### config.mk
export PLATFORM = sky130hd
export DESIGN_NAME = waveform_player_mc
export DESIGN_NICKNAME = d
export VERILOG_FILES = /design/src/rtl/waveform_player_mc.sv
export SDC_FILE = /design/constraint.sdc
export NUM_CORES = 1
export LEC_CHECK = 0
export ABC_AREA = 1
export CORE_MARGIN = 5
export CORE_UTILIZATION = 25
export DETAILED_ROUTE_END_ITERATION = 16
export GPL_ROUTABILITY_DRIVEN = 0
export PLACE_DENSITY_LB_ADDON = 0.12
export SLEW_MARGIN = 10
export SYNTH_ARGS = -nofsm -noshare
export SYNTH_HDL_FRONTEND = slang
export SYNTH_SLANG_ARGS = --single-unit
export TNS_END_PERCENT = 100
### constraint.sdc
create_clock -name clock -period 6.3 [get_ports clock]
set_clock_uncertainty 0.1 [all_clocks]
set_input_delay 0.63 -clock clock [delete_from_list [all_inputs] [get_ports clock]]
set_output_delay 0.63 -clock clock [all_outputs]
set_load 0.05 [all_outputs]
### src/rtl/waveform_player_mc.sv
`default_nettype none
// ============================================================================
// waveform_player_mc : multi-channel square-wave player, Avalon-MM registers in, Avalon-ST per channel out
// Revision: 1.0
// ============================================================================
module waveform_player_mc #(
  parameter int NUM_CHANNELS = 2,
  parameter int DATA_WIDTH   = 16,
  parameter int LEN_WIDTH    = 32
) (
  input  logic                               clock,
  input  logic                               reset_n,
  input  logic [2:0]                         address,
  input  logic                               write,
  input  logic [31:0]                        writedata,
  input  logic                               read,
  output logic [31:0]                        readdata,
  output logic [NUM_CHANNELS*DATA_WIDTH-1:0] audio_data,
  output logic [NUM_CHANNELS-1:0]            audio_valid,
  input  logic [NUM_CHANNELS-1:0]            audio_ready
);

  localparam int AW = DATA_WIDTH - 1;

  typedef enum logic [0:0] {
    S_IDLE   = 1'b0,
    S_STREAM = 1'b1
  } state_t;

  state_t                            state_q, state_d;
  logic                              run_q, run_d, oneshot_q, oneshot_d;
  logic [LEN_WIDTH-1:0]              hp_q, hp_d, burst_q, burst_d;
  logic [AW-1:0]                     amp_q, amp_d;
  logic [NUM_CHANNELS-1:0]           chen_q, chen_d;
  logic [LEN_WIDTH-1:0]              hp_sh_q, hp_sh_d, burst_sh_q, burst_sh_d;
  logic [AW-1:0]                     amp_sh_q, amp_sh_d;
  logic [NUM_CHANNELS-1:0]           en_sh_q, en_sh_d, taken_q, taken_d;
  logic [LEN_WIDTH-1:0]              phase_q, phase_d, count_q, count_d;
  logic                              pol_q, pol_d, done_q, done_d, stop_q, stop_d;
  logic [NUM_CHANNELS*DATA_WIDTH-1:0] hold_q;
  logic [31:0]                       readdata_q, readdata_d;

  logic [DATA_WIDTH-1:0]   samp_pos, samp_neg, samp;
  logic [NUM_CHANNELS-1:0] accept;
  logic [LEN_WIDTH-1:0]    hp_eff, phase_inc;
  logic                    commit, ctrl_wr, busy;

  assign busy     = (state_q == S_STREAM);
  assign samp_pos = {1'b0, amp_sh_q};
  // Negating {0,amp} keeps the output clear of the most-negative code.
  assign samp_neg = DATA_WIDTH'(0) - {1'b0, amp_sh_q};
  assign samp     = pol_q ? samp_pos : samp_neg;
  assign ctrl_wr  = write && (address == 3'd0);
  assign hp_eff   = (hp_sh_q == '0) ? LEN_WIDTH'(1) : hp_sh_q;
  assign phase_inc = phase_q + LEN_WIDTH'(1);
  assign readdata = readdata_q;

  // In IDLE the last streamed data is held; before any stream it is zero.
  always_comb begin
    audio_valid = '0;
    audio_data  = hold_q;
    if (busy) begin
      for (int c = 0; c < NUM_CHANNELS; c++) begin
        audio_valid[c] = en_sh_q[c] & ~taken_q[c];
        audio_data[c*DATA_WIDTH +: DATA_WIDTH] = en_sh_q[c] ? samp : '0;
      end
    end
  end

  assign accept = audio_valid & audio_ready;
  assign commit = busy && ((taken_q | accept | ~en_sh_q) == {NUM_CHANNELS{1'b1}});

  always_comb begin
    state_d    = state_q;
    run_d      = run_q;
    oneshot_d  = oneshot_q;
    hp_d       = hp_q;
    amp_d      = amp_q;
    burst_d    = burst_q;
    chen_d     = chen_q;
    hp_sh_d    = hp_sh_q;
    amp_sh_d   = amp_sh_q;
    en_sh_d    = en_sh_q;
    burst_sh_d = burst_sh_q;
    taken_d    = taken_q | accept;
    phase_d    = phase_q;
    count_d    = count_q;
    pol_d      = pol_q;
    done_d     = done_q;
    stop_d     = stop_q;
    readdata_d = '0;

    if (write) begin
      case (address)
        3'd0: begin
          run_d     = writedata[0];
          oneshot_d = writedata[1];
        end
        3'd1:    hp_d    = LEN_WIDTH'(writedata);
        3'd2:    amp_d   = AW'(writedata);
        3'd3:    burst_d = LEN_WIDTH'(writedata);
        3'd4:    chen_d  = NUM_CHANNELS'(writedata);
        default: ;
      endcase
    end

    case (state_q)
      S_IDLE: begin
        if (ctrl_wr && writedata[0]) begin
          phase_d    = '0;
          count_d    = '0;
          done_d     = 1'b0;
          pol_d      = 1'b1;
          taken_d    = '0;
          stop_d     = 1'b0;
          hp_sh_d    = hp_q;
          amp_sh_d   = amp_q;
          en_sh_d    = chen_q;
          burst_sh_d = burst_q;
          if (writedata[1] && (burst_q == '0)) begin
            done_d = 1'b1;
          end else begin
            state_d = S_STREAM;
          end
        end
      end
      S_STREAM: begin
        if (ctrl_wr && !writedata[0]) begin
          stop_d = 1'b1;
        end
        if (commit) begin
          taken_d  = '0;
          count_d  = count_q + LEN_WIDTH'(1);
          hp_sh_d  = hp_q;
          amp_sh_d = amp_q;
          en_sh_d  = chen_q;
          if (phase_inc >= hp_eff) begin
            phase_d = '0;
            pol_d   = ~pol_q;
          end else begin
            phase_d = phase_inc;
          end
          if (oneshot_q && (count_d == burst_sh_q)) begin
            done_d  = 1'b1;
            state_d = S_IDLE;
          end
          if (stop_q || (ctrl_wr && !writedata[0])) begin
            state_d = S_IDLE;
          end
        end
      end
      default: state_d = S_IDLE;
    endcase

    if (read) begin
      case (address)
        3'd0:    readdata_d = {30'd0, oneshot_q, run_q};
        3'd1:    readdata_d = 32'(hp_q);
        3'd2:    readdata_d = 32'(amp_q);
        3'd3:    readdata_d = 32'(burst_q);
        3'd4:    readdata_d = 32'(chen_q);
        3'd5:    readdata_d = {29'd0, pol_q, done_q, busy};
        3'd6:    readdata_d = 32'(count_q);
        default: readdata_d = '0;
      endcase
    end
  end

  always_ff @(posedge clock) begin
    if (!reset_n) begin
      state_q    <= S_IDLE;
      run_q      <= 1'b0;
      oneshot_q  <= 1'b0;
      hp_q       <= LEN_WIDTH'(24);
      amp_q      <= '0;
      burst_q    <= '0;
      chen_q     <= '1;
      hp_sh_q    <= LEN_WIDTH'(24);
      amp_sh_q   <= '0;
      en_sh_q    <= '1;
      burst_sh_q <= '0;
      taken_q    <= '0;
      phase_q    <= '0;
      count_q    <= '0;
      pol_q      <= 1'b0;
      done_q     <= 1'b0;
      stop_q     <= 1'b0;
      hold_q     <= '0;
      readdata_q <= '0;
    end else begin
      state_q    <= state_d;
      run_q      <= run_d;
      oneshot_q  <= oneshot_d;
      hp_q       <= hp_d;
      amp_q      <= amp_d;
      burst_q    <= burst_d;
      chen_q     <= chen_d;
      hp_sh_q    <= hp_sh_d;
      amp_sh_q   <= amp_sh_d;
      en_sh_q    <= en_sh_d;
      burst_sh_q <= burst_sh_d;
      taken_q    <= taken_d;
      phase_q    <= phase_d;
      count_q    <= count_d;
      pol_q      <= pol_d;
      done_q     <= done_d;
      stop_q     <= stop_d;
      hold_q     <= audio_data;
      readdata_q <= readdata_d;
    end
  end

endmodule
`default_nettype wire

After elaboration in Yosys (flattened, before gate mapping)
Cells that the tools add are included.
{"block": "word_totals", "regBits": 298, "in_bits": 41, "out_inout_bits": 66, "word_cells": 111}
{"block": "classes", "n_addsub": 3, "n_lt_le_gt_ge": 1, "eq_ne": 13, "mux": 43, "n_bitwise": 10, "reduce_logical": 22}
{"op": "32-bit 2-to-1 mux", "n": 8}
{"op": "32-bit one-hot mux with 7 select lines", "n": 1}
{"op": "32-bit one-hot mux with 2 select lines", "n": 3}
{"op": "32-bit by 1-bit adder with 32-bit output, second input constant", "n": 2}
{"op": "32-bit zero test", "n": 2}
{"op": "16-bit 2-to-1 mux", "n": 3}
{"op": "32-bit == test", "n": 1}
{"op": "32-bit >= comparator", "n": 1}
{"op": "15-bit 2-to-1 mux", "n": 2}
{"op": "15-bit one-hot mux with 2 select lines", "n": 1}
{"op": "2-bit AND reduction", "n": 9}
{"op": "1-bit by 15-bit subtractor with 16-bit output, first input constant", "n": 1}
{"op": "1-bit 2-to-1 mux", "n": 14}
{"op": "2-bit 2-to-1 mux", "n": 5}
{"op": "3-bit == test, second input constant", "n": 3}
{"op": "2-bit by 1-bit inequality test with 1-bit output, second input constant", "n": 4}
{"op": "1-bit one-hot mux with 2 select lines", "n": 4}
{"op": "2-bit one-hot mux with 2 select lines", "n": 2}
{"op": "3-bit by 2-bit == test with 1-bit output, second input constant", "n": 2}
{"op": "1-bit logical AND", "n": 6}
{"op": "3-bit AND reduction", "n": 2}
{"op": "1-bit NOT", "n": 4}
{"op": "2-bit bitwise OR", "n": 2}
{"op": "3-bit by 1-bit == test with 1-bit output, second input constant", "n": 1}
{"op": "other kinds (8)", "n": 9}

Longest topological paths before layout
{"block": "logic_depth", "ltp_word": 10, "depth_mapped": 21}

Worst setup path after synthesis
Ideal clock, no wire load.
{"block": "synth_timing", "kind": "register -> register", "startpoint": "register phase_q[0]", "endpoint": "register phase_q[14]", "t_arrival_ps": 2961, "t_required_ps": 6075, "path_slack_ps": 3114, "path_stages_with_launch": 18, "n_path_buf": 1, "period_less_slack_ps": 3186, "path_cell_list": "dfxtp_1 ha_1 nand2_1 nor4_4 nand3_2 nor2_2 nand3_2 nor3_2 nand2_1 xor2_1 inv_1 ha_1 nand3_1 nor4_1 nand4_1 nand4_1 buf_2 o22ai_1"}
{"block": "synth_via", "elab_chain_cells": 5}
{"item": "start, declared", "line": "38", "source": "logic [LEN_WIDTH-1:0] phase_q, phase_d, count_q, count_d;"}
{"item": "start signal, assigned", "line": "203", "source": "phase_q <= phase_d;"}
{"item": "32-bit by 1-bit adder with 32-bit output (*)", "line": "55", "source": "assign phase_inc = phase_q + LEN_WIDTH'(1);"}
{"item": "32-bit >= comparator", "line": "137", "source": "if (phase_inc >= hp_eff) begin"}
{"item": "32-bit 2-to-1 mux (*)", "line": "137"}
{"item": "32-bit 2-to-1 mux (*)", "line": "131", "source": "if (commit) begin"}
{"item": "32-bit one-hot mux with 2 select lines (*)", "line": "107", "source": "case (state_q)"}
Mark *: on every way between the ends. The rest lies on a longest branch, timed or not. The select of a mux whose other input is x is not followed.
A chain may end at the register's enable or synchronous reset.

Final worst setup path
{"block": "layout_timing", "startpoint": "register phase_q[0]", "endpoint": "register phase_q[21]"}
The elaborated chain is that of the path after synthesis.

==> results.toml <==
[layout]
fin_area_um2 = 17200
fin_nets = 2146
multi_input_area_um2 = 6850
n_antenna_cell = 0
drive_gt1_share_pct = 5.83
num-fill-cells = 6196
fin_cells = 2850
syn2layout_area_growth_pct = 21.0
seq_area_um2 = 5970

[detailed_routing]
vias_per_cell = 4.65
wl_per_cell_um = 18.0
postRouteAntennaNets = 0
drt_iter0_markers = 937
dr.pass1.iters = 5
wirelength_um = 51400
drc = 0
num_vias = 13247

[pwr]
leakagePower_nw = 6.71
p_seq_share_pct = 42.9
p_clk_share_pct = 47.2
switching_share_pct = 26.6
peakVddDrop_mv = 0.137
power_density_nw_per_um2 = 265
combPwrFrac_pct = 9.9
intPower_w = 0.00335
finalPower_w = 0.00457
power_switching_w = 0.00121

[worst_hold_path]
hold_path_end = "phase_q[31]"
holdCritPathClass = "reg -> reg"
worstHoldStart = "phase_q[31]"
hold_depth = 2

[clock_network]
clk_pin_slew_ps = 60
clock_latency_ps = 560
post_cts_resized = 0
clock_path_buffers = 3
cts_hold_repair.buffers = 0
cts-htree-levels = 2
cts_tree = "built"
cts_buffers = 38
cts.sinks = 298
cts_setup_buffers = 0
root_buffer = "clkbuf_16"

[critical_path]
arrival_ps = 4730
critical_path_required_ps = 6610
path_max_fanout = 32
critPathLaunchType = "flop"
reg2reg_from = "phase_q[0]"
r2r_slack_ps = 1880
r2r_end = "phase_q[21]"
reg2reg_depth = 20
end_kind = "flop"
critPathKind = "reg -> reg"

[global_route]
grt_max_degree = 90
track_usage_pct = 16.1
grt_use_met2_pct = 26.0
top_usage_layer = "met2"
grt_pass1_vias = 12971
antenna_found_initial = 1
grt.met1_usage_pct = 22.3
grt_use_met3_pct = 2.88
grt_pass1_wl_um = 79400
grt_overflow = 0

[logic_synthesis]
yosysMostFrequentCell = "nand2_1"
ys_types = 49
yosysTopAreaCell = "dfxtp_1"
synth_top_area_share_pct = 41.9
syn_inst = 1994
synth.area.top_cells = "dfxtp_1, nand2_1, inv_1"
netlist_top_cells_count = "nand2_1, dfxtp_1, inv_1, a21oi_1, o21ai_0"
yosys_warnings = 0
ys_ff_latch = 298
syn_area_um2 = 14200
synth_area_per_cell_um2 = 7.13
ys.flop_type = "dfxtp_1"
synthArstFlopShare_pct = 0
synth_edf_count = 0
syn_nets = 2070
seq_area_frac_synth_pct = 41.9

[place]
dp_hpwl_um = 38200
port_buffers = 106
place_area_um2 = 16000
placed_cells = 2786

[floorplanning]
io_pins = 107
rows = 87
die_width_um = 249
dieArea_um2 = 61800
start_util_pct = 25.2
coreArea_um2 = 56400
die_y_um = 249

[timing]
hold_violations = 0
fin_tns_setup_ps = 0
whs_ps = 370
slew_viol_final = 0
layout_min_cycle_time_ps = 4420
rsz0062_at_grt = "no"
slew_headroom_pct = 34.9
fmax_ghz = 0.226
post-route-period-util_pct = 70.2
setup_viol = 0
tightest_slew_ps = 975

[status]
outcome = "completed"

[run]
drv_cap = 0
-- worst max path at each step --
stage / startpoint / to / slack, ps / cells after the start
2_1_floorplan: phase_q[0] / phase_q[14] / 3110 / 17
3_3_place_gp: phase_q[0] / phase_q[22] / 1880 / 20
3_5_place_dp: phase_q[0] / phase_q[21] / 1870 / 20
4_1_cts: phase_q[0] / phase_q[21] / 1810 / 20
5_1_grt: phase_q[2] / phase_q[21] / 1300 / 20
6_report: phase_q[0] / phase_q[21] / 1880 / 20
-- critical path, cell delays in order (launching register included) --
cell and delay, ps:
dfxtp_1 390, nand2_1 80, nor2_2 270, nand4_1 250, nor4_2 290, nand2_1 90, nor2_1 130, nand2_1 140
inv_1 110, nand2_1 60, xor2_1 210, inv_1 90, ha_1 300, nand2_1 70, inv_1 50, nand4_1 90
nor4_1 450, nand4_1 340, nand4_1 210, buf_4 380, o22ai_1 150
-- logic make-up (layout without fill, tap and decap cells) --
logic type | count (synthesis) | count (layout) | synth area share, %
simple gates | 743 | 743 | 23.0
compound gates | 511 | 511 | 19.4
buf+inv | 368 | 468 | 9.94
flops | 298 | 298 | 41.9
xor+xnor | 38 | 38 | 2.55
fa+ha+maj | 35 | 35 | 3.08
mux | 1 | 1 | 0.0704
-- layout make-up --
class	instances	area share (%)
Timing Repair Buffer	122	6.85
Tap cell	756	5.50
Clock inverter	10	0.705
Sequential cell	298	34.7
Clock buffer	54	6.34
Inverter	282	6.15
Multi-Input combinational cell	1328	39.8
-- registers in the layout, indices dropped and copies added, names as in the netlist, 2 cells and up --
signal,count
taken_q,2
phase_q,32
hp_q,32
chen_q,2
burst_sh_q,32
readdata,32
amp_q,15
count_q,32
amp_sh_q,15
en_sh_q,2
hold_q,32
burst_q,32
hp_sh_q,32
-- layout by cell type, fill, tap and decap left out, drive strengths merged, types with 2 or more instances in the layout --
cell type        n
ha              35
o41ai            2
clkdlybuf4s50  105
bufinv           2
buf             17
clkbuf          54
a22oi            2
o22ai           79
nand3           81
or2              3
xnor2            2
a21oi          201
dfxtp          298
a221oi          14
nor3            25
xor2            34
nand2          378
a31oi            3
o32ai            2
nand4           24
inv            283
nor4            19
nor2           195
o211ai           3
o21ai          198
clkinv           6
o31ai            2
nand3b          16
xor3             2
-- through the flow --
step,utilization [%],setup slack (ps)
finish,30.5,1880
global route,30.5,1300
CTS,30.5,1810
detailed placement,28.4,1870
global placement,28.4,1880
floorplan,-,3110
-- layer usage --
metal	vias to the layer above	routed length [um]
met5	-	0
met4	0	1460
met3	74	2210
met2	271	23100
met1	6137	24600
li1	6765	-
-- power by group through the flow --
| stage | Sequential (W) | Clock (W) | Combinational, W |
|---|---|---|---|
| 3_5_place_dp | 0.00200 | 0 | 0.000457 |
| 2_1_floorplan | 0.00199 | 0 | 0.000281 |
| 3_3_place_gp | 0.00200 | 0 | 0.000457 |
| 5_1_grt | 0.00196 | 0.00229 | 0.000494 |
| 6_report | 0.00196 | 0.00215 | 0.000453 |
| 4_1_cts | 0.00196 | 0.00222 | 0.000459 |
No activity file was read; power rests on OpenSTA's default activity.
